===== src/rtl/fetch_queue_unit_pkg.sv =====
// kgp_fetch_pkg: shared constants, types and helpers for the KGP-RISC fetch front end.
//   PC_STEP      : byte increment between sequential fetches
//   fetch_entry_t: {pc, instr} entry for the default 32/32 build
//   clog2        : pointer-width helper, usable in constant expressions
package kgp_fetch_pkg;

  localparam int PC_STEP = 4;

  typedef struct packed {
    logic [31:0] pc;
    logic [31:0] instr;
  } fetch_entry_t;

  function automatic int clog2(input int value);
    int res;
    res = 0;
    for (int i = 0; i < 31; i++) begin
      if ((1 << i) < value) res = i + 1;
    end
    return res;
  endfunction

endpackage


===== src/rtl/fetch_queue_unit_if.sv =====
// fetch_queue_unit_if: bundles the instruction-memory port, the redirect port from
// execute, the decode-side instruction port and the debug occupancy count.
//   master : fetch unit view (drives imem requests, instruction outputs, q_count)
//   slave  : environment view (memory, execute and decode)
interface fetch_queue_unit_if #(
  parameter int ADDR_W  = 32,
  parameter int INSTR_W = 32,
  parameter int DEPTH   = 4
);
  localparam int CNT_W = kgp_fetch_pkg::clog2(DEPTH) + 1;

  logic               imem_req_valid;
  logic [ADDR_W-1:0]  imem_req_addr;
  logic               imem_req_ready;
  logic               imem_resp_valid;
  logic [INSTR_W-1:0] imem_resp_data;
  logic               redirect_valid;
  logic [ADDR_W-1:0]  redirect_pc;
  logic               inst_valid;
  logic [INSTR_W-1:0] inst_data;
  logic [ADDR_W-1:0]  inst_pc;
  logic               inst_ready;
  logic [CNT_W-1:0]   q_count;

  modport master (
    output imem_req_valid, imem_req_addr,
    input  imem_req_ready, imem_resp_valid, imem_resp_data,
    input  redirect_valid, redirect_pc,
    output inst_valid, inst_data, inst_pc,
    input  inst_ready,
    output q_count
  );

  modport slave (
    input  imem_req_valid, imem_req_addr,
    output imem_req_ready, imem_resp_valid, imem_resp_data,
    output redirect_valid, redirect_pc,
    input  inst_valid, inst_data, inst_pc,
    output inst_ready,
    input  q_count
  );
endinterface


===== src/rtl/fetch_queue_unit_fifo.sv =====
// fetch_fifo: circular prefetch buffer with wrapping pointers and an occupancy count.
//   clk, reset : clock, asynchronous active-high reset
//   clear_i    : synchronous flush (wins over push/pop)
//   push_i, entry_i : write one entry at the tail
//   pop_i      : drop the head entry
//   head_o     : registered head entry; count_o: occupancy
// The caller never pushes when full and never pops when empty.
module fetch_fifo
  import kgp_fetch_pkg::*;
#(
  parameter int  DEPTH   = 4,
  parameter type entry_t = fetch_entry_t
) (
  input  logic                  clk,
  input  logic                  reset,
  input  logic                  clear_i,
  input  logic                  push_i,
  input  entry_t                entry_i,
  input  logic                  pop_i,
  output entry_t                head_o,
  output logic [clog2(DEPTH):0] count_o
);
  localparam int PTR_W = clog2(DEPTH);
  localparam int CNT_W = PTR_W + 1;

  entry_t             mem_q [DEPTH];
  logic [PTR_W-1:0]   wr_ptr_q, rd_ptr_q;
  logic [CNT_W-1:0]   count_q;

  // Storage needs no reset: the head is only observed when count is nonzero.
  always_ff @(posedge clk) begin
    if (push_i && !clear_i) mem_q[wr_ptr_q] <= entry_i;
  end

  always_ff @(posedge clk or posedge reset) begin
    if (reset) begin
      wr_ptr_q <= '0;
      rd_ptr_q <= '0;
      count_q  <= '0;
    end else if (clear_i) begin
      wr_ptr_q <= '0;
      rd_ptr_q <= '0;
      count_q  <= '0;
    end else begin
      if (push_i) wr_ptr_q <= wr_ptr_q + PTR_W'(1);
      if (pop_i)  rd_ptr_q <= rd_ptr_q + PTR_W'(1);
      case ({push_i, pop_i})
        2'b10:   count_q <= count_q + CNT_W'(1);
        2'b01:   count_q <= count_q - CNT_W'(1);
        default: count_q <= count_q;
      endcase
    end
  end

  assign head_o  = mem_q[rd_ptr_q];
  assign count_o = count_q;

endmodule


===== src/rtl/fetch_queue_unit.sv =====
// fetch_queue_unit: instruction-fetch front end for KGP-RISC. PC generator, one
// outstanding valid/ready imem request, DEPTH-entry prefetch queue, redirect flush.
//   clk, reset : clock, asynchronous active-high reset
//   bus        : fetch_queue_unit_if.master (imem request/response, redirect,
//                decode-side instruction port, q_count)
// Optional feature macro: FETCH_BYPASS_EN -- an unkilled response arriving at an
// empty queue is presented to decode in the same cycle.
module fetch_queue_unit
  import kgp_fetch_pkg::*;
#(
  parameter int                ADDR_W   = 32,
  parameter int                INSTR_W  = 32,
  parameter int                DEPTH    = 4,
  parameter logic [ADDR_W-1:0] RESET_PC = '0
) (
  input logic                 clk,
  input logic                 reset,
  fetch_queue_unit_if.master  bus
);
  localparam int CNT_W = clog2(DEPTH) + 1;

  typedef struct packed {
    logic [ADDR_W-1:0]  pc;
    logic [INSTR_W-1:0] instr;
  } fq_entry_t;

  logic [ADDR_W-1:0] fetch_pc_q, fetch_pc_d;
  logic [ADDR_W-1:0] pc_pending_q, pc_pending_d;
  logic              pending_q, pending_d;
  logic              kill_q, kill_d;

  logic [CNT_W-1:0]  count;
  logic [CNT_W:0]    used;
  logic              req_fire, resp_ok, fifo_push, fifo_pop, fifo_empty;
  fq_entry_t         head, resp_entry, out_entry;

  // Credit: queued entries plus the one in flight must leave room for a new one.
  assign used     = {1'b0, count} + {{CNT_W{1'b0}}, pending_q};
  assign bus.imem_req_valid = !reset && !bus.redirect_valid && (used < (CNT_W+1)'(DEPTH));
  assign bus.imem_req_addr  = fetch_pc_q;
  assign req_fire = bus.imem_req_valid && bus.imem_req_ready;

  // Only the response to our own last-cycle request counts; a reset clears pending.
  assign resp_ok    = bus.imem_resp_valid && pending_q && !kill_q && !bus.redirect_valid;
  assign resp_entry = '{pc: pc_pending_q, instr: bus.imem_resp_data};
  assign fifo_empty = (count == '0);

`ifdef FETCH_BYPASS_EN
  logic bypass;
  assign bypass         = resp_ok && fifo_empty;
  assign bus.inst_valid = !bus.redirect_valid && (bypass || !fifo_empty);
  assign out_entry      = bypass ? resp_entry : head;
  assign fifo_push      = resp_ok && !(bypass && bus.inst_ready);
  assign fifo_pop       = bus.inst_valid && bus.inst_ready && !bypass;
`else
  assign bus.inst_valid = !bus.redirect_valid && !fifo_empty;
  assign out_entry      = head;
  assign fifo_push      = resp_ok;
  assign fifo_pop       = bus.inst_valid && bus.inst_ready;
`endif

  assign bus.inst_data = bus.inst_valid ? out_entry.instr : '0;
  assign bus.inst_pc   = bus.inst_valid ? out_entry.pc    : '0;
  assign bus.q_count   = count;

  always_comb begin
    fetch_pc_d   = fetch_pc_q;
    pc_pending_d = pc_pending_q;
    if (bus.redirect_valid) begin
      fetch_pc_d = bus.redirect_pc & ~ADDR_W'(3);
    end else if (req_fire) begin
      fetch_pc_d   = fetch_pc_q + ADDR_W'(PC_STEP);
      pc_pending_d = fetch_pc_q;
    end
    pending_d = req_fire;
    kill_d    = bus.redirect_valid && pending_q;
  end

  always_ff @(posedge clk or posedge reset) begin
    if (reset) begin
      fetch_pc_q   <= RESET_PC;
      pc_pending_q <= '0;
      pending_q    <= 1'b0;
      kill_q       <= 1'b0;
    end else begin
      fetch_pc_q   <= fetch_pc_d;
      pc_pending_q <= pc_pending_d;
      pending_q    <= pending_d;
      kill_q       <= kill_d;
    end
  end

  fetch_fifo #(
    .DEPTH   (DEPTH),
    .entry_t (fq_entry_t)
  ) u_fifo (
    .clk     (clk),
    .reset   (reset),
    .clear_i (bus.redirect_valid),
    .push_i  (fifo_push),
    .entry_i (resp_entry),
    .pop_i   (fifo_pop),
    .head_o  (head),
    .count_o (count)
  );

endmodule


===== src/flat_wrapper.sv =====
// flat-port wrapper written by rule: the top's interface ports become plain ports
module fetch_queue_unit_flat import kgp_fetch_pkg::*;
#(
  parameter int                ADDR_W   = 32,
  parameter int                INSTR_W  = 32,
  parameter int                DEPTH    = 4,
  parameter logic [ADDR_W-1:0] RESET_PC = '0
)
  (clk, reset, bus_imem_req_valid, bus_imem_req_addr, bus_imem_req_ready, bus_imem_resp_valid, bus_imem_resp_data, bus_redirect_valid, bus_redirect_pc, bus_inst_valid, bus_inst_data, bus_inst_pc, bus_inst_ready, bus_q_count);
  fetch_queue_unit_if #(.ADDR_W(ADDR_W), .INSTR_W(INSTR_W), .DEPTH(DEPTH)) bus_i ();
  input logic clk;
  input logic reset;
  output wire logic [$bits(bus_i.imem_req_valid)-1:0] bus_imem_req_valid;
  output wire logic [$bits(bus_i.imem_req_addr)-1:0] bus_imem_req_addr;
  input wire logic [$bits(bus_i.imem_req_ready)-1:0] bus_imem_req_ready;
  input wire logic [$bits(bus_i.imem_resp_valid)-1:0] bus_imem_resp_valid;
  input wire logic [$bits(bus_i.imem_resp_data)-1:0] bus_imem_resp_data;
  input wire logic [$bits(bus_i.redirect_valid)-1:0] bus_redirect_valid;
  input wire logic [$bits(bus_i.redirect_pc)-1:0] bus_redirect_pc;
  output wire logic [$bits(bus_i.inst_valid)-1:0] bus_inst_valid;
  output wire logic [$bits(bus_i.inst_data)-1:0] bus_inst_data;
  output wire logic [$bits(bus_i.inst_pc)-1:0] bus_inst_pc;
  input wire logic [$bits(bus_i.inst_ready)-1:0] bus_inst_ready;
  output wire logic [$bits(bus_i.q_count)-1:0] bus_q_count;
  assign bus_imem_req_valid = bus_i.imem_req_valid;
  assign bus_imem_req_addr = bus_i.imem_req_addr;
  assign bus_i.imem_req_ready = bus_imem_req_ready;
  assign bus_i.imem_resp_valid = bus_imem_resp_valid;
  assign bus_i.imem_resp_data = bus_imem_resp_data;
  assign bus_i.redirect_valid = bus_redirect_valid;
  assign bus_i.redirect_pc = bus_redirect_pc;
  assign bus_inst_valid = bus_i.inst_valid;
  assign bus_inst_data = bus_i.inst_data;
  assign bus_inst_pc = bus_i.inst_pc;
  assign bus_i.inst_ready = bus_inst_ready;
  assign bus_q_count = bus_i.q_count;
  fetch_queue_unit #(.ADDR_W(ADDR_W), .INSTR_W(INSTR_W), .DEPTH(DEPTH), .RESET_PC(RESET_PC)) u_core (.clk(clk), .reset(reset), .bus(bus_i));
endmodule

===== config.mk =====
export PLATFORM = sky130hd
export DESIGN_NAME = fetch_queue_unit_flat
export DESIGN_NICKNAME = d
export VERILOG_FILES = /design/src/rtl/fetch_queue_unit_pkg.sv /design/src/rtl/fetch_queue_unit_if.sv /design/src/rtl/fetch_queue_unit_fifo.sv /design/src/rtl/fetch_queue_unit.sv /design/src/flat_wrapper.sv
export SDC_FILE = /design/constraint.sdc
export NUM_CORES = 1
export LEC_CHECK = 0
export ABC_AREA = 1
export CAP_MARGIN = 20
export CORE_MARGIN = 4
export CORE_UTILIZATION = 55
export CTS_CLUSTER_SIZE = 20
export DETAILED_ROUTE_END_ITERATION = 12
export PLACE_DENSITY = 0.79
export SYNTH_ARGS = -nofsm -noshare
export SYNTH_HDL_FRONTEND = slang
export SYNTH_SLANG_ARGS = --single-unit

===== constraint.sdc =====
create_clock -name clk -period 4.8 [get_ports clk]
set_clock_uncertainty 0.15 [all_clocks]
set_input_delay 0.48 -clock clk [delete_from_list [all_inputs] [get_ports clk]]
set_output_delay 0.48 -clock clk [all_outputs]
set_load 0.1 [all_outputs]

==> results_dict.tcl <==
set metrics [dict create \
    rows 56 \
    arrival_ns 3.38 \
    syn_inst 1274 \
    period_share_pct 83.63 \
    mostFrequentLayoutCells "nor2_1, edfxtp_1, nand2_1, o21ai_0, clkdlybuf4s50_1" \
    fin_tns_setup_ns 0 \
    finalNonFillerCells 1760 \
    internal_power_mw 5.319 \
    placed_area_sq_um 15130 \
    cts_hold_buf 0 \
    worstSetupStartpointType "flop" \
    rr_endpoint "u_core.u_fifo.mem_q[3][6]$_DFFE_PP_" \
    peakVddDrop_uv 271.5 \
    cts_root_buf "clkbuf_16" \
    vias_per_cell 5.410 \
    hold_path_class "input port to async pin" \
    worst_pin_slew_ns 0.9939 \
    wire_per_inst_microns 16.66 \
    slew_headroom_pct 33.53 \
    portBuffers 164 \
    dp_hpwl_microns 17120 \
    first_pass_iters 5 \
    die_h_microns 164.1 \
    cts_tree "built" \
    p_leak_nw 6.221 \
    seqPwrFrac_pct 38.5 \
    die-area_sq_um 26920 \
    drc_errors 0 \
    cts_setup_buffers 0 \
    reg2reg_depth 5 \
    criticalPathCategory "flop to output port" \
    cp_data_required_time_ns 4.17 \
    fmax_ghz 0.2491 \
    fin_area_sq_um 16140 \
    first_iter_violations 727 \
    crit_path_end_kind "output port" \
    avgSynthCellArea_sq_um 10.52 \
    status "completed" \
    synth-edff-count 248 \
    clkLatencyLatePin_ns 0.54 \
    syn_area_sq_um 13400 \
    area_growth_pct 20.47 \
    pre_cts_ws_ns 1.427 \
    setup_viol 0 \
    combPwrFrac_pct 35.0 \
    ys_async_sr_fraction_pct 21.77 \
    maxCapViolCount 0 \
    cts-resized-gates 0 \
    fin_crit_ns 4.014 \
    cts_made_buffers 30 \
    pin_count 171 \
    cts.sinks 317 \
    coreArea_sq_um 23680 \
    ant_nets 0 \
    antenna_found_initial 0 \
    path_clk_slew_ns 0.06 \
    die_x_microns 164.1 \
    totalWireLength_microns 29320 \
    rsz0062_at_grt "no" \
    ys_seq_area_share_pct 68.48 \
    grt_pass1_wl_microns 45720 \
    p_per_area_nw_per_um2 558.6 \
    grt_overflow 0 \
    grt_max_degree 91 \
    track_usage_pct 21.34 \
    numPlacedInstances 1705 \
    cts_buffer_depth 3 \
    grt_pass1_vias 9098 \
    fin_nets 1494 \
    ys_types 32 \
    synth_flop_cell "edfxtp_1" \
    hold_violations 0 \
    diodes 0 \
    gp_congestion 0.8519 \
    path_max_fanout 90 \
    switchingPower_mw 3.697 \
    vias 9522 \
    fin_ws_ns 0.7859 \
    ys_seq_elements 317 \
    yosys_warnings 0 \
    share_clk_of_total_power_pct 26.4 \
    reg2reg_from "u_core.kill_q$_DFF_PP0_" \
    final_common_cell "nor2_1" \
    final_max_slew_viol_count 0 \
    sw_frac_of_total_pct 41.01 \
    htree_levels 1 \
    start_util_pct 56.57 \
    ff2ff_setup_slack_ns 2.41 \
    drive_gt1_share_pct 9.785 \
]
[cell usage after synthesis (2+ instances only)]
library cell | instances | area share (%)
a21oi_1 | 63 | 2.4
nor2_2 | 3 | 0.14
inv_2 | 5 | 0.14
dfrtp_1 | 69 | 13
o211ai_1 | 10 | 0.56
nand3b_1 | 3 | 0.17
buf_6 | 3 | 0.25
nand3_1 | 53 | 2.0
nand2_1 | 190 | 5.3
ha_1 | 5 | 0.47
edfxtp_1 | 248 | 56
clkbuf_2 | 2 | 0.075
o21ai_1 | 21 | 0.78
inv_1 | 75 | 2.1
xor2_1 | 4 | 0.26
buf_1 | 7 | 0.20
clkbuf_1 | 23 | 0.64
o21ai_0 | 153 | 5.7
buf_4 | 8 | 0.45
nor2_1 | 294 | 8.2
buf_2 | 24 | 0.90
[worst max-delay path by stage]
stage | depth (start not counted) | slack (ns) | endpoint | startpoint
floorplan | 5 | 0.11 | bus_inst_data[29] | u_core.u_fifo.count_o[0]$_DFFE_PP0P_
global placement | 5 | 1.46 | bus_inst_pc[18] | u_core.u_fifo.rd_ptr_q[0]$_DFFE_PP0P_
detailed placement | 5 | 1.43 | bus_inst_pc[18] | u_core.u_fifo.rd_ptr_q[0]$_DFFE_PP0P_
CTS | 5 | 0.78 | bus_inst_pc[18] | u_core.u_fifo.rd_ptr_q[0]$_DFFE_PP0P_
global route | 5 | 0.65 | bus_inst_pc[18] | u_core.u_fifo.rd_ptr_q[0]$_DFFE_PP0P_
finish | 5 | 0.79 | bus_inst_pc[18] | u_core.u_fifo.rd_ptr_q[0]$_DFFE_PP0P_
[critical path: stages, from the launching register on]
cell      delay (ns)
dfrtp_4         0.70
clkinv_2        0.43
buf_4           0.73
o21ai_0         0.22
a21oi_1         0.36
buf_4           0.36
[metal layers]
metal,track usage (%),part of all wire [%],vias up
li1,-,-,4594
met1,29.13,42,4497
met2,35.55,48,381
met3,3.588,7.9,50
met4,6.443,2.3,0
met5,0,0,-
[sequential cells by signal, indices dropped and copies added (netlist names)]
| register | cells |
|---|---|
| u_core.kill_q | 1 |
| u_core.u_fifo.rd_ptr_q | 2 |
| u_core.u_fifo.wr_ptr_q | 2 |
| u_core.bus.imem_req_addr | 30 |
| u_core.u_fifo.mem_q | 248 |
| u_core.pc_pending_q | 30 |
| u_core.u_fifo.count_o | 3 |
| u_core.pending_q | 1 |
[logic make-up after synthesis]
logic type | synth area share [%]
AO/OA/AOI/OAI | 9.536
flip-flops | 68.48
buffers and inverters | 4.754
XOR/XNOR | 0.3269
other | 0.02799
adder cells (fa/ha/maj) | 0.6164
AND/OR/NAND/NOR | 16.26
[through the flow]
step / hold WS [ns] / util, % / total power, mW
6_report: 0.3155 / 68.15 / 9.016
4_1_cts: 0.3104 / 68.15 / 9.073
3_3_place_gp: 0.3349 / 63.88 / 6.624
3_5_place_dp: 0.3496 / 63.88 / 6.682
2_1_floorplan: 0.3078 / - / 5.911
5_1_grt: 0.3371 / 68.15 / 9.392
[power by group through the flow]
stage	Sequential, mW	Combinational, mW	Clock, mW
6_report	3.47	3.16	2.38
5_1_grt	3.51	3.34	2.54
3_3_place_gp	3.51	3.12	0
4_1_cts	3.47	3.17	2.43
2_1_floorplan	3.73	2.19	0
3_5_place_dp	3.52	3.16	0
[final cells by class]
class                   count  area [sq um]
clock buffers              40         829.5
clock inverters            15         181.4
fillers                  1766          7543
inverters                  80         301.5
multi-input cells         813          3627
flip-flops and latches    317          9179
well taps                 319         399.1
repair buffers            176          1622
Power figures use the tool's default switching activity.
